## config.mk

```make
export PLATFORM = sky130hd
export DESIGN_NAME = mem_bus_arbiter
export DESIGN_NICKNAME = d
export VERILOG_FILES = /design/src/rtl/mem_bus_arbiter.sv
export SDC_FILE = /design/constraint.sdc
export NUM_CORES = 1
export LEC_CHECK = 0
export BUFFER_PORTS_ARGS = -buffer_cell sky130_fd_sc_hd__buf_2
export CORE_MARGIN = 5
export CORE_UTILIZATION = 40
export CTS_CLUSTER_DIAMETER = 30
export DETAILED_ROUTE_END_ITERATION = 10
export GPL_TIMING_DRIVEN = 0
export PLACE_DENSITY_LB_ADDON = 0.12
export SYNTH_ARGS = -nofsm -noshare
export SYNTH_HDL_FRONTEND = slang
export SYNTH_SLANG_ARGS = --single-unit
```

## constraint.sdc

```tcl
create_clock -name clk -period 7.1 [get_ports clk]
set_clock_uncertainty 0.15 [all_clocks]
set_input_delay 1.065 -clock clk [delete_from_list [all_inputs] [get_ports clk]]
set_output_delay 1.065 -clock clk [all_outputs]
set_load 0.05 [all_outputs]
```

## src/rtl/mem_bus_arbiter.sv

```systemverilog
// mem_bus_arbiter
//   Shares the external memory bus between instruction fetch and the MEM-stage
//   data path. One bus transaction at a time, data side has priority. Steers
//   store bytes onto the lanes and sign/zero-extends loads.
//
// Ports
//   clk, rst               clock, synchronous active-high reset
//   if_req_i, if_addr_i    fetch request / word-aligned fetch address
//   ramOp_i, ramAddr_i     MEM-stage op and byte address
//   storeData_i            right-justified store data
//   flush_i                pipeline flush; in-flight result is discarded
//   inst_o, inst_valid_o   fetched instruction and its valid
//   load_data_o            extended load result (0 for stores)
//   data_valid_o           MEM-stage access complete
//   bus_err_o              completed access ended in a timeout
//   stall_o                combinational pipeline freeze
//   bus_req_o ... bus_wdata_o, bus_rdata_i, bus_ack_i   memory bus
//
// state | meaning
// IDLE  | no bus transaction, arbitrating
// DATA  | MEM-stage load/store on the bus
// INST  | instruction fetch on the bus
module mem_bus_arbiter #(
  parameter int TIMEOUT = 255,
  parameter int CNT_W   = 8
) (
  input  logic        clk,
  input  logic        rst,
  input  logic        if_req_i,
  input  logic [31:0] if_addr_i,
  input  logic [3:0]  ramOp_i,
  input  logic [31:0] ramAddr_i,
  input  logic [31:0] storeData_i,
  input  logic        flush_i,
  output logic [31:0] inst_o,
  output logic        inst_valid_o,
  output logic [31:0] load_data_o,
  output logic        data_valid_o,
  output logic        bus_err_o,
  output logic        stall_o,
  output logic        bus_req_o,
  output logic        bus_we_o,
  output logic [3:0]  bus_be_o,
  output logic [31:0] bus_addr_o,
  output logic [31:0] bus_wdata_o,
  input  logic [31:0] bus_rdata_i,
  input  logic        bus_ack_i
);

  localparam logic [3:0] MEM_NOP = 4'd0, MEM_LB = 4'd1, MEM_LBU = 4'd2,
                         MEM_LH  = 4'd3, MEM_LHU = 4'd4, MEM_LW = 4'd5,
                         MEM_SB  = 4'd6, MEM_SH  = 4'd7, MEM_SW = 4'd8;

  // Abort at the edge that ends the TIMEOUT-th cycle with bus_req_o high.
  localparam logic [CNT_W-1:0] CNT_LAST = CNT_W'(TIMEOUT - 1);

  typedef enum logic [1:0] {IDLE, DATA, INST} state_t;

  state_t             state_q, state_d;
  logic [CNT_W-1:0]   cnt_q, cnt_d;
  logic               req_q, req_d, we_q, we_d, drop_q, drop_d;
  logic [3:0]         be_q, be_d, op_q, op_d;
  logic [1:0]         off_q, off_d;
  logic [31:0]        addr_q, addr_d, wdata_q, wdata_d;
  logic [31:0]        inst_q, inst_d, load_q, load_d;
  logic               iv_q, iv_d, dv_q, dv_d, err_q, err_d;
  logic               data_pend, advance, done, discard;
  logic               unused_if_addr;

  assign unused_if_addr = ^if_addr_i[1:0];

  function automatic logic [3:0] lane_be(input logic [3:0] op, input logic [1:0] off);
    case (op)
      MEM_LB, MEM_LBU, MEM_SB: lane_be = 4'b0001 << off;
      MEM_LH, MEM_LHU, MEM_SH: lane_be = off[1] ? 4'b1100 : 4'b0011;
      default:                 lane_be = 4'b1111;
    endcase
  endfunction

  function automatic logic [31:0] lane_wdata(input logic [3:0] op, input logic [31:0] d);
    case (op)
      MEM_SB:  lane_wdata = {4{d[7:0]}};
      MEM_SH:  lane_wdata = {2{d[15:0]}};
      MEM_SW:  lane_wdata = d;
      default: lane_wdata = 32'd0;
    endcase
  endfunction

  function automatic logic [31:0] load_ext(input logic [3:0] op, input logic [1:0] off,
                                           input logic [31:0] rd);
    logic [31:0] r;
    r = rd >> {off, 3'b000};
    case (op)
      MEM_LB:  load_ext = {{24{r[7]}}, r[7:0]};
      MEM_LBU: load_ext = {24'd0, r[7:0]};
      MEM_LH:  load_ext = {{16{r[15]}}, r[15:0]};
      MEM_LHU: load_ext = {16'd0, r[15:0]};
      MEM_LW:  load_ext = r;
      default: load_ext = 32'd0;
    endcase
  endfunction

  assign data_pend = (ramOp_i != MEM_NOP);
  assign stall_o   = (data_pend & ~dv_q) | (if_req_i & ~iv_q);
  assign advance   = ~stall_o;
  assign done      = bus_ack_i | (cnt_q == CNT_LAST);
  assign discard   = drop_q | flush_i;

  always_comb begin
    state_d = state_q;
    cnt_d   = cnt_q;
    req_d   = req_q;
    we_d    = we_q;
    be_d    = be_q;
    addr_d  = addr_q;
    wdata_d = wdata_q;
    op_d    = op_q;
    off_d   = off_q;
    drop_d  = drop_q;
    inst_d  = inst_q;
    load_d  = load_q;
    iv_d    = iv_q;
    dv_d    = dv_q;
    err_d   = err_q;

    if (advance || flush_i) begin
      iv_d  = 1'b0;
      dv_d  = 1'b0;
      err_d = 1'b0;
    end

    case (state_q)
      IDLE: begin
        if (data_pend && !dv_q && !flush_i) begin
          state_d = DATA;
          req_d   = 1'b1;
          we_d    = (ramOp_i == MEM_SB) || (ramOp_i == MEM_SH) || (ramOp_i == MEM_SW);
          be_d    = lane_be(ramOp_i, ramAddr_i[1:0]);
          addr_d  = {ramAddr_i[31:2], 2'b00};
          wdata_d = lane_wdata(ramOp_i, storeData_i);
          op_d    = ramOp_i;
          off_d   = ramAddr_i[1:0];
          cnt_d   = '0;
          drop_d  = 1'b0;
        end else if (if_req_i && !iv_q && !flush_i) begin
          state_d = INST;
          req_d   = 1'b1;
          we_d    = 1'b0;
          be_d    = 4'b1111;
          addr_d  = {if_addr_i[31:2], 2'b00};
          wdata_d = 32'd0;
          op_d    = MEM_NOP;
          off_d   = 2'b00;
          cnt_d   = '0;
          drop_d  = 1'b0;
        end
      end
      DATA, INST: begin
        cnt_d = cnt_q + 1'b1;
        if (flush_i) drop_d = 1'b1;
        if (done) begin
          state_d = IDLE;
          req_d   = 1'b0;
          we_d    = 1'b0;
          be_d    = 4'b0000;
          addr_d  = 32'd0;
          wdata_d = 32'd0;
          drop_d  = 1'b0;
          if (!discard) begin
            if (state_q == DATA) begin
              dv_d   = 1'b1;
              load_d = bus_ack_i ? load_ext(op_q, off_q, bus_rdata_i) : 32'd0;
            end else begin
              iv_d   = 1'b1;
              inst_d = bus_ack_i ? bus_rdata_i : 32'd0;
            end
            // err stays set until advance so a held timed-out result keeps its flag
            if (!bus_ack_i) err_d = 1'b1;
          end
        end
      end
      default: state_d = IDLE;
    endcase
  end

  always_ff @(posedge clk) begin
    if (rst) begin
      state_q <= IDLE;
      cnt_q   <= '0;
      req_q   <= 1'b0;
      we_q    <= 1'b0;
      be_q    <= 4'b0000;
      addr_q  <= 32'd0;
      wdata_q <= 32'd0;
      op_q    <= MEM_NOP;
      off_q   <= 2'b00;
      drop_q  <= 1'b0;
      inst_q  <= 32'd0;
      load_q  <= 32'd0;
      iv_q    <= 1'b0;
      dv_q    <= 1'b0;
      err_q   <= 1'b0;
    end else begin
      state_q <= state_d;
      cnt_q   <= cnt_d;
      req_q   <= req_d;
      we_q    <= we_d;
      be_q    <= be_d;
      addr_q  <= addr_d;
      wdata_q <= wdata_d;
      op_q    <= op_d;
      off_q   <= off_d;
      drop_q  <= drop_d;
      inst_q  <= inst_d;
      load_q  <= load_d;
      iv_q    <= iv_d;
      dv_q    <= dv_d;
      err_q   <= err_d;
    end
  end

  assign inst_o       = inst_q;
  assign inst_valid_o = iv_q;
  assign load_data_o  = load_q;
  assign data_valid_o = dv_q;
  assign bus_err_o    = err_q;
  assign bus_req_o    = req_q;
  assign bus_we_o     = we_q;
  assign bus_be_o     = be_q;
  assign bus_addr_o   = addr_q;
  assign bus_wdata_o  = wdata_q;

endmodule

```

Word-level counts from Yosys, hierarchy flattened. Index checks and enable logic that the tools add are counted.

Register bits: 154. Input port bits: 137. Output and inout bits: 138. Logic and storage cells: 124.

Bitwise logic cells: 10. Mux-type cells: 54. Shifts and indexed selects: 2. Reduce and logical (&&, ||, !) cells: 24. $add $sub $neg: 1. Equal/unequal tests: 18.

Operator list (number): 32-bit 2-to-1 mux (7); 32-bit case mux with 5 select lines (1); 32-bit case mux with 2 select lines (2); 32-bit case mux with 3 select lines (1); 32-bit by 5-bit right shift with 32-bit output (1); 4-bit 2-to-1 mux (6); 1-bit 2-to-1 mux (23); 4-bit by 3-bit equality test with 1-bit output (second input constant) (5); 4-bit by 2-bit equality test with 1-bit output (second input constant) (4); 8-bit 2-to-1 mux (2); 4-bit case mux with 2 select lines (2); 8-bit case mux with 2 select lines (1); 2-bit 2-to-1 mux (5); 8-bit by 1-bit adder with 8-bit output (second input constant) (1); 4-bit by 1-bit equality test with 1-bit output (second input constant) (2); 8-bit equality test (second input constant) (1); 4-bit AND reduction (2); 3-bit inequality test (second input constant) (2); 1-bit case mux with 2 select lines (3); 2-bit AND reduction (3); 3-bit AND reduction (2); 3-bit OR reduction (2); 1-bit NOT (5); 4-bit equality test (second input constant) (1); 14 further kinds (25).

Depth between registers and ports, before layout.
Depth after elaboration: 10. Mapped depth: 10. Mapped depth without buffers: 6.

Worst setup path after synthesis. OpenSTA, ideal clock, no wires.

Kind: input port to output port. From: in ramOp_i[0]. To: out stall_o. Buffers on the path: 1. Data required time: 5.885 ns. Slack: 3.729 ns. Stages: 3. Arrival time: 2.156 ns. Cells stage by stage: clkbuf_1 nor4_2 o22ai_1.

Longest elaborated chain between the ends: 3.

Ends and longest elaborated chain: start: declaration (line 31) `input logic [3:0] ramOp_i,`; 4-bit nonzero test (line 103) `assign data_pend = (ramOp_i != MEM_NOP);`; 1-bit AND (line 104) `assign stall_o = (data_pend & ~dv_q) | (if_req_i & ~iv_q);`; 1-bit OR (line 104); end: declaration (line 40) `output logic stall_o,`.

No other way between the ends.

Worst setup path in the final report.
From: in ramOp_i[2]. To: out stall_o.

The elaborated chain is that of the path after synthesis.

==> PnR_summary.wiki <==
{| class="wikitable"
! Metric !! Value
|-
| Final-report hold violation count || 0
|-
| Leakage dissipation || 3.88 nW
|-
| Post-DR wirelength/cell || ~19 um
|-
| TritonCTS Sinks || 152
|-
| Die height || 140 um
|-
| Required time worst endpoint || 5.88 ns
|-
| Worst-path clk slew || 0.06 ns
|-
| Synthesized-area fraction occupied by ao, oa, aoi and oai cells || roughly 29%
|-
| Std-Cell Rows || 47
|-
| Max-Cap Viols || 0
|-
| I/O pin count || approximately 280
|-
| Most used flip-flop cell after synthesis || sky130_fd_sc_hd__dfxtp_1
|-
| Area taken by flip-flops and latches || about 3000 um2
|-
| Headroom to the max-slew limit || 30.5%
|-
| Nature of the critical path startpoint || primary input
|-
| Final number of setup-violating endpoints || 0
|-
| Master cell of the clock root buffer || sky130_fd_sc_hd__clkbuf_16
|-
| Area share of the largest cell type after synthesis || ~45%
|-
| Layout overhead on the synthesized area || 32.0%
|-
| Post-CTS Setup Repair Bufs || 0
|-
| Final core utilization || 54.0%
|-
| First-pass GRT wire length || between 30 and 40 mm
|-
| Post-synthesis instance area || 6810 um2
|-
| Met3 Wirelength || 2.02 mm
|-
| Area fraction in and, or, nand and nor cells after synthesis || 9.97%
|-
| Die footprint || a little under 20,000 um2
|-
| Flops & latches, synth || roughly 150
|-
| Maximum number of pins on one net before global-route repair || 17
|-
| Most area-hungry cell type in the Yosys netlist || sky130_fd_sc_hd__dfxtp_1
|-
| Ys async rst share || 0%
|-
| Mean instance size in the synthesized netlist || 9.86 um2
|-
| Yosys warning count || 0
|-
| Slowest Stage Delay on Critical Path || 0.49 ns
|-
| Net switching power figure || 0.767 mW
|-
| Last weighted congestion value of the routability-driven placer || 0.815
|-
| Top routing layer in use || met5
|-
| Hold path start || bus_addr_o[30]
|-
| # resized after CTS || 0
|-
| Combinational share of power || 21.6%
|-
| Fraction of the yosys area taken by sequential cells || 44.7%
|-
| Met1 Routed Length || between 9 and 10 mm
|-
| CP Buf/Inv Count || 2
|-
| Routed via count divided by cell count || roughly 5.4
|-
| Total DRC errors in the routed layout || 0
|-
| Total global routing overflow || 0
|-
| Initial Util || 40.9%
|-
| Arrival time of the worst setup path || 2.17 ns
|-
| Worst r2r src || state_q[0]
|-
| Floorplan die width || 140 um
|-
| Post-cts hold buffer count || 0
|-
| Port buffer count || ~260
|-
| Period utilization || 47.6%
|-
| Share of power burned in registers || approximately 40%
|-
| Clock buffers created by TritonCTS || 17
|-
| Synth Instances || 690
|-
| CP Max Fanout || 8
|-
| Final Instance Count excl. Fillers || 1,207
|-
| Area of combinational cells with multiple inputs || 3410 um2
|-
| Total wire length || between 20 and 25 mm
|-
| Setup crit end kind || primary output
|-
| Routed Antenna Nets || 0
|-
| Crit-path most repeated cell || sky130_fd_sc_hd__buf_2
|-
| Cell types occupying the most area after synthesis || sky130_fd_sc_hd__dfxtp_1 (45%), sky130_fd_sc_hd__o2bb2ai_1 (9.3%), sky130_fd_sc_hd__mux2i_1 (8.1%)
|-
| Post-synthesis xor/xnor area fraction || 0.257%
|-
| Critical Path, Cell by Cell || buf_2, nor4_2, o22ai_1, buf_2
|-
| Vias in the first global route || 6,473
|-
| Sw frac || 33.2%
|-
| Share of synthesized area spent on multiplexers || 9.91%
|-
| Worst-case vdd ir drop || 0.000174 V
|-
| Overall power || approximately 2.3 mW
|-
| Number of fill cells in the layout || 1,619
|-
| Power per unit of standard cell area || 257 nW/um2
|-
| Number of instances in the placed design || 1,175
|-
| Antenna diode count || 0
|-
| Cell with the largest stage delay on the worst path || sky130_fd_sc_hd__nor4_2
|-
| Share of cells above drive strength 1 || 35.7%
|-
| Setup Crit Path Kind || in -> out
|-
| Slew of the pin with the lowest slew margin || between 1 and 1.5 ns
|-
| Setup repair after global routing missed its margin || false
|-
| TNS Setup || 0 ns
|-
| Violation count after the first detailed-route iteration || 362
|-
| Layout net count || ~1.1k
|-
| Family of cells with the greatest summed delay on the critical path || simple AND/OR/NAND/NOR gates
|-
| Result of the run || finished clean
|-
| Number of buffers on the longest clock path || 2
|-
| Worst min path class || reg -> reg
|-
| TritonCTS clock tree || yes
|-
| Final critical path time including I/O delays and setup || 3.38 ns
|-
| Dominant combinational cell family by area after synthesis || compound AO/OA/AOI/OAI gates
|-
| Internal Dissipation || 1.54 mW
|-
| Via count || between 6k and 7k
|-
| Initial antenna violation count || 1
|-
| Post-synthesis share of cell area spent on full adders, half adders and majority gates || 0.919%
|-
| Unique masters post-synth || 61
|-
| Most numerous cell types in the synthesized netlist || sky130_fd_sc_hd__dfxtp_1 (152), sky130_fd_sc_hd__a21oi_1 (87), sky130_fd_sc_hd__o2bb2ai_1 (72)
|-
| GRT Resource Usage Total || 22.3%
|-
| Clock network power share || approximately two fifths
|-
| Slew Viols, Final || 0
|-
| Clock latency on the worst-skew pair || 0.42 ns
|-
| Critical Path Start || ramOp_i[2]
|-
| Sum of met2 wire segment lengths after detailed routing || about 11 mm
|-
| H-tree depth reported by CTS || 4
|-
| Count leader, synth || sky130_fd_sc_hd__dfxtp_1
|-
| Fmax || 296 MHz
|-
| Sum of net half-perimeters after detailed placement || 17.4 mm
|-
| Number of flops mapped to enable cells by yosys || 0
|-
| Std-Cell Core Area || 16,600 um2
|-
| Total iterations of the first detailed-routing run || 5
|}
[registers in the layout, indices dropped and copies added (netlist names)]
register and flops:
bus_wdata_o 32, bus_we_o 1, bus_be_o 4, cnt_q 8, bus_addr_o 30, data_valid_o 1
bus_err_o 1, bus_req_o 1, state_q 2, op_q 4, drop_q 1, load_data_o 32
inst_o 32, off_q 2, inst_valid_o 1
[per-stage QoR]
stage          area, um2  hold slack [ns]  setup slack (ns)
3_5_place_dp        8410            0.292              3.73
4_1_cts             8980            0.310              3.72
6_report            8980            0.305              3.72
5_1_grt             8980            0.323              3.64
2_1_floorplan       6810            0.315              3.73
3_3_place_gp        8410            0.282              3.72
[logic make-up after synthesis]
| family | Yosys count |
|---|---|
| buffers and inverters | 77 |
| AO/OA/AOI/OAI | 267 |
| AND/OR/NAND/NOR | 121 |
| other | 1 |
| adder cells (fa/ha/maj) | 5 |
| multiplexers | 65 |
| flip-flops | 152 |
| XOR/XNOR | 2 |
[cell type report]
type	count	share of cell area, %
buffer	67	3.58
multi-input combinational	462	37.9
inverter	10	0.418
clock buffer	18	4.89
sequential	152	33.9
timing repair buffer	264	14.7
clock inverter	14	1.56
tap	220	3.06
[layout by cell type, fill, tap and decap left out, types with 4 or more instances in the layout]
master / n
sky130_fd_sc_hd__clkbuf_1: 36
sky130_fd_sc_hd__nor2b_1: 5
sky130_fd_sc_hd__clkinv_4: 4
sky130_fd_sc_hd__inv_6: 6
sky130_fd_sc_hd__a22oi_1: 8
sky130_fd_sc_hd__nor2_1: 22
sky130_fd_sc_hd__nand3_1: 45
sky130_fd_sc_hd__dfxtp_1: 152
sky130_fd_sc_hd__nand2_1: 9
sky130_fd_sc_hd__nand3b_1: 6
sky130_fd_sc_hd__clkbuf_16: 17
sky130_fd_sc_hd__o31ai_1: 6
sky130_fd_sc_hd__inv_1: 10
sky130_fd_sc_hd__a221o_1: 16
sky130_fd_sc_hd__nor3b_1: 4
sky130_fd_sc_hd__o2bb2ai_2: 7
sky130_fd_sc_hd__a22o_1: 8
sky130_fd_sc_hd__mux2i_1: 55
sky130_fd_sc_hd__a21oi_1: 87
sky130_fd_sc_hd__mux2_2: 9
sky130_fd_sc_hd__ha_1: 5
sky130_fd_sc_hd__buf_1: 6
sky130_fd_sc_hd__o2bb2ai_1: 72
sky130_fd_sc_hd__or4_1: 6
sky130_fd_sc_hd__buf_2: 283
sky130_fd_sc_hd__o21ai_0: 42
[routing by layer]
layer  vias to the layer above  global-route usage (%)
met5                         -                       0
met4                         2                    5.25
met3                        30                    8.42
met2                       252                    36.6
met1                      3045                    27.9
li1                       3198                       -
[power by group through the flow]
stage	Combinational (mW)	Sequential, mW	Clock (mW)
floorplan	0.206	1.07	0
global placement	0.498	0.940	0
detailed placement	0.499	0.939	0
CTS	0.501	0.922	0.907
global route	0.534	0.927	0.948
finish	0.498	0.922	0.889
[worst register-to-register path, delay by kind of cell, from the launching register on]
kind | cells | cell delay, ns
compound gates | 3 | 0.87
fa+ha+maj | 1 | 0.27
buf+inv | 4 | 0.98
flops | 1 | 0.36
simple gates | 1 | 0.23
[path summary, 6_finish.rpt]
check        slack [ns]        endpoint  cells past startpoint
min reg2reg        0.31  bus_addr_o[30]                      1
min                0.31  bus_addr_o[30]                      1
max                3.72         stall_o                      4
max reg2reg        4.16     bus_be_o[1]                      9
Power figures use the tool's default switching activity.
